===== src/rtl/div_seq_ctrl.sv =====
// ============================================================================
// Module   : div_seq_ctrl
// Purpose  : Multi-cycle integer divide sequencer. It runs a restoring
//            shift-subtract division that produces one quotient bit per clock
//            through a single shared 32-bit subtractor. Operands are captured
//            on an accepted start pulse. Results are presented as
//            {remainder, quotient} for the HI/LO writeback path.
// Ports    : clock  - system clock, rising edge
//            clear  - asynchronous active-high reset
//            start  - request pulse, sampled only while idle
//            a      - dividend [31:0]
//            m      - divisor  [31:0]
//            busy   - high from the accepting edge until the done cycle ends
//            done   - one-cycle pulse; q/dbz valid
//            dbz    - divide-by-zero flag, held until the next accept
//            q      - {remainder, quotient}; HI = q[63:32], LO = q[31:0]
// Config   : DIV_SIGNED_EN - when defined, operands are two's-complement.
//            Magnitudes are divided and signs are restored in the fix-up
//            cycle. When undefined, operation is unsigned only.
// Revision : 1.0 - initial release
// ============================================================================
`default_nettype none

module div_seq_ctrl (
    input  logic        clock,
    input  logic        clear,
    input  logic        start,
    input  logic [31:0] a,
    input  logic [31:0] m,
    output logic        busy,
    output logic        done,
    output logic        dbz,
    output logic [63:0] q
);

    typedef enum logic [1:0] {
        S_IDLE = 2'd0,
        S_ITER = 2'd1,
        S_FIX  = 2'd2,
        S_DONE = 2'd3
    } state_t;

    state_t      r_state;
    state_t      w_next;

    logic [63:0] r_acc;     // {A, Q}
    logic [31:0] r_m;
    logic [5:0]  r_cnt;
    logic        r_sq;
    logic        r_sr;

    logic [31:0] w_cap_a;
    logic [31:0] w_cap_m;
    logic        w_cap_sq;
    logic        w_cap_sr;
    logic [63:0] w_shift;
    logic [32:0] w_diff;
    logic        w_fit;
    logic [31:0] w_quo;
    logic [31:0] w_rem;

    // Operand capture: magnitudes and sign flags in signed mode, raw values otherwise.
    // The sign flags stay zero in unsigned mode, so the fix-up negation below
    // reduces to a pass-through while still occupying its cycle.
`ifdef DIV_SIGNED_EN
    assign w_cap_a  = a[31] ? (32'd0 - a) : a;
    assign w_cap_m  = m[31] ? (32'd0 - m) : m;
    assign w_cap_sq = a[31] ^ m[31];
    assign w_cap_sr = a[31];
`else
    assign w_cap_a  = a;
    assign w_cap_m  = m;
    assign w_cap_sq = 1'b0;
    assign w_cap_sr = 1'b0;
`endif

    // The bit shifted out of A is kept as the 33rd subtractor bit. With a
    // divisor at or above 2^31, the shifted partial remainder can reach 33
    // bits. Whenever that bit is set, the subtraction always fits.
    assign w_shift = {r_acc[62:0], 1'b0};
    assign w_diff  = {r_acc[63], w_shift[63:32]} - {1'b0, r_m};
    assign w_fit   = ~w_diff[32];

    assign w_quo = r_sq ? (32'd0 - r_acc[31:0])  : r_acc[31:0];
    assign w_rem = r_sr ? (32'd0 - r_acc[63:32]) : r_acc[63:32];

    // ---------------------------------------------------------------- FSM
    always_comb begin
        w_next = r_state;
        case (r_state)
            S_IDLE:  if (start) w_next = (m == 32'd0) ? S_DONE : S_ITER;
            S_ITER:  if (r_cnt == 6'd31) w_next = S_FIX;
            S_FIX:   w_next = S_DONE;
            S_DONE:  w_next = S_IDLE;
            default: w_next = S_IDLE;
        endcase
    end

    // busy/done are registered from the next state so that they track the
    // state register exactly without a decode stage after it.
    always_ff @(posedge clock or posedge clear) begin
        if (clear) begin
            r_state <= S_IDLE;
            busy    <= 1'b0;
            done    <= 1'b0;
        end else begin
            r_state <= w_next;
            busy    <= (w_next != S_IDLE);
            done    <= (w_next == S_DONE);
        end
    end

    // ------------------------------------------------------------ datapath
    always_ff @(posedge clock or posedge clear) begin
        if (clear) begin
            r_acc <= 64'd0;
            r_m   <= 32'd0;
            r_cnt <= 6'd0;
            r_sq  <= 1'b0;
            r_sr  <= 1'b0;
            dbz   <= 1'b0;
            q     <= 64'd0;
        end else begin
            case (r_state)
                S_IDLE: begin
                    if (start) begin
                        if (m == 32'd0) begin
                            dbz <= 1'b1;
                            q   <= {a, 32'hFFFF_FFFF};
                        end else begin
                            dbz   <= 1'b0;
                            r_acc <= {32'd0, w_cap_a};
                            r_m   <= w_cap_m;
                            r_sq  <= w_cap_sq;
                            r_sr  <= w_cap_sr;
                            r_cnt <= 6'd0;
                        end
                    end
                end
                S_ITER: begin
                    r_acc <= w_fit ? {w_diff[31:0], w_shift[31:1], 1'b1} : w_shift;
                    r_cnt <= r_cnt + 6'd1;
                end
                S_FIX: begin
                    q <= {w_rem, w_quo};
                end
                default: begin
                end
            endcase
        end
    end

endmodule

`default_nettype wire


===== config.mk =====
export PLATFORM = sky130hd
export DESIGN_NAME = div_seq_ctrl
export DESIGN_NICKNAME = d
export VERILOG_FILES = /design/src/rtl/div_seq_ctrl.sv
export SDC_FILE = /design/constraint.sdc
export NUM_CORES = 1
export LEC_CHECK = 0
export ABC_AREA = 1
export CORE_MARGIN = 1
export CORE_UTILIZATION = 61
export DETAILED_ROUTE_END_ITERATION = 7
export PLACE_DENSITY = 0.87
export SETUP_SLACK_MARGIN = 0.15
export SKIP_CTS_REPAIR_TIMING = 1
export SYNTH_ARGS = -nofsm -noshare
export SYNTH_HDL_FRONTEND = slang
export SYNTH_SLANG_ARGS = --single-unit

===== constraint.sdc =====
create_clock -name clock -period 18 [get_ports clock]
set_clock_uncertainty 0.15 [all_clocks]
set_input_delay 3.6 -clock clock [delete_from_list [all_inputs] [get_ports clock]]
set_output_delay 3.6 -clock clock [all_outputs]
set_load 0.02 [all_outputs]

==> reports/qor.yml <==
cpMaxStageDelayCell: "nand2_2"
synth-main-ff-cell: "dfrtp_1"
netlist_area_um2: 10300
htree_levels: 4
cts.sinks: 171
routedWlPerCell_um: 14.8
cp_num_buf_inv: 2
clock_path_buffers: 2
first_iter_violations: 1057
portBuffers: 133
hold_class: "flop to flop"
final.setup.worst_slack_ns: 10.85
fin_crit_sh_pct: 39.7
cp_top_family: "simple AND/OR/NAND/NOR gates"
crit_chain: "clkdlybuf4s50_1 > nor4_1 > nand4_1 > nor2_1 > inv_1 > nand2_2 > nand2_2 > nand2_1 > o21ai_1"
ir_worst_vdd_mv: 0.102
yosys-top-cells-area: "dfrtp_1 41%, nand2_1 21%, inv_1 8.2%, nor2_1 5.3%, nand3_1 4.3%"
fin_nets: 1727
start_util_pct: 62.3
outcome: "completed"
wl_met1_um: 12100
tightest_slew_ns: 1.17
top_layer: "met4"
die_area_um2: 17500
cts_tree: "built"
crit_type: "input port to flop"
dieWidth_um: 132
yosysTopAreaCell: "dfrtp_1"
nFillCells: 1331
drc_errors: 0
max_freq_mhz: 140
via_per_inst: 5.35
grt_pass1_wl_um: 45200
setup_viol: 0
gp_congestion: 0.930
detail_route.wirelength_um: 27600
hold_path_depth: 2
period_needed_ns: 7.15
cpPeakStageDelay_ns: 0.88
critPathMaxFanout: 65
syn_area_per_cell_um2: 6.78
drv_slew: 0
instances_no_fill: 1859
syn-instance-count: 1525
drive_gt1_share_pct: 4.15
ant_nets: 0
route.met3.wl_um: 1910
crit_path_end_kind: "flop"
rsz0062_at_grt: "false"
async_flop_share_pct: 100
vias: 9949
clkLatencyLatePin_ns: 0.43
arrival_ns: 7.27
wl_met2_um: 13000
relSlewSlack_pct: 21.5
required_ns: 18.12
grt_use_total_pct: 32.7
diodes: 0
syn2layout_area_growth_pct: 19.1
post-route-util_pct: 74.2
rr_worst_depth: 16
cpMostUsedCell: "nand2_2"
synth.distinct_cells: 34
synth-edff-count: 0
antenna_found_initial: 0
grt_pass1_vias: 9295
p_leak_uw: 0.00645
drt-pass1-iter-count: 6
grt_overflow_total: 0
synth_nets: 1626
synth_top_area_share_pct: 41.4
dieHeight_um: 132
drv_cap: 0
fp.coreArea_um2: 16600
synth_warnings: 0
finalHoldViolCount: 0
ys_seq_area_share_pct: 41.4
numCtsBuffers: 17
place_inst: 1827
ys_ff_latch: 171
grt_max_degree: 102
power_uw: 2590
clock-root-buffer: "clkbuf_16"
clk_pin_slew_ns: 0.07
dp_slack_ns: 10.52
num_io_pins: 134
dp.final_hpwl_um: 19500
tns_ns: 0
power.density_nw_per_um2: 210
cp.depth: 9
fp-row-count: 47
worst_setup_path_start_kind: "input port"
[placed cells by master (no fill, tap or decap), types with 15 or more instances in the layout]
cell type / instances
nand2_1: 579
inv_1: 226
dfrtp_1: 171
nor2_1: 145
clkdlybuf4s50_1: 133
nand3_1: 89
o21ai_0: 89
o21ai_1: 33
ha_1: 33
a21oi_1: 21
clkbuf_16: 17
nand2_2: 15
[cells in the mapped netlist (2+ instances only)]
master	number
inv_2	2
and2_1	2
buf_4	10
nor2_1	147
mux2_2	7
xnor2_1	14
o21ai_0	89
buf_1	3
a21oi_1	21
ha_1	33
buf_2	7
nand2_1	581
nand3_1	89
dfrtp_1	171
buf_6	8
a21o_1	2
clkbuf_1	29
nor4_1	8
nor3_1	7
nand4_1	8
nand2_2	13
inv_1	227
o21ai_1	33
nand3b_1	4
[sequential cells by signal, indices dropped and copies added (netlist names)]
signal   cells
busy         1
dbz          1
done         1
q           64
r_acc       64
r_cnt        6
r_m         32
r_state      2
[tightest hold or removal path, stage by stage, from the launching register on]
cell,delay [ns]
dfrtp_1,0.34
nand2_1,0.06
nand2_1,0.05
[worst paths after layout]
kind,from,slack (ns),end
setup / recovery,m[13],10.85,r_acc[2]
hold / removal,q[38],0.32,q[38]
setup reg to reg,r_acc[31],14.96,r_acc[37]
hold reg to reg,q[38],0.32,q[38]
max in group asynchronous,clear,12.65,r_m[27]
min in group asynchronous,clear,3.57,q[7]
[metal layers]
layer / global-route usage, % / vias to the layer above
li1: - / 4873
met1: 45.0 / 4605
met2: 53.4 / 418
met3: 4.81 / 53
met4: 10.6 / 0
met5: 0 / -
[where the power goes]
group	switching, µW	total, µW	internal (µW)
clock network	165	391	226
registers	107	655	548
logic	993	1540	551
total	1260	2590	1330
[cell families (layout without fill, tap and decap cells)]
kind of cell,count (synthesis),in the layout,share of synthesized area [%]
fa+ha+maj,34,34,4.19
mux,7,7,0.763
buf+inv,286,400,11.4
flops,171,171,41.4
xor+xnor,15,15,1.27
simple gates,864,864,33.7
compound gates,148,148,7.30
[stage by stage]
step / area (µm²) / hold slack [ns]
3_3_place_gp: 11700 / 0.306
6_report: 12300 / 0.324
3_5_place_dp: 11700 / 0.307
4_1_cts: 12300 / 0.324
2_1_floorplan: 10300 / 0.296
5_1_grt: 12300 / 0.347
[layout make-up]
| class | instances | area (µm²) | share of cell area, % |
|---|---|---|---|
| Inverter | 229 | 865 | 7.02 |
| Tap cell | 220 | 275 | 2.24 |
| Sequential cell | 171 | 4280 | 34.8 |
| Timing Repair Buffer | 139 | 1380 | 11.2 |
| Clock inverter | 13 | 179 | 1.45 |
| Clock buffer | 19 | 443 | 3.60 |
| Multi-Input combinational cell | 1068 | 4890 | 39.7 |
No activity file was read; power rests on OpenSTA's default activity.
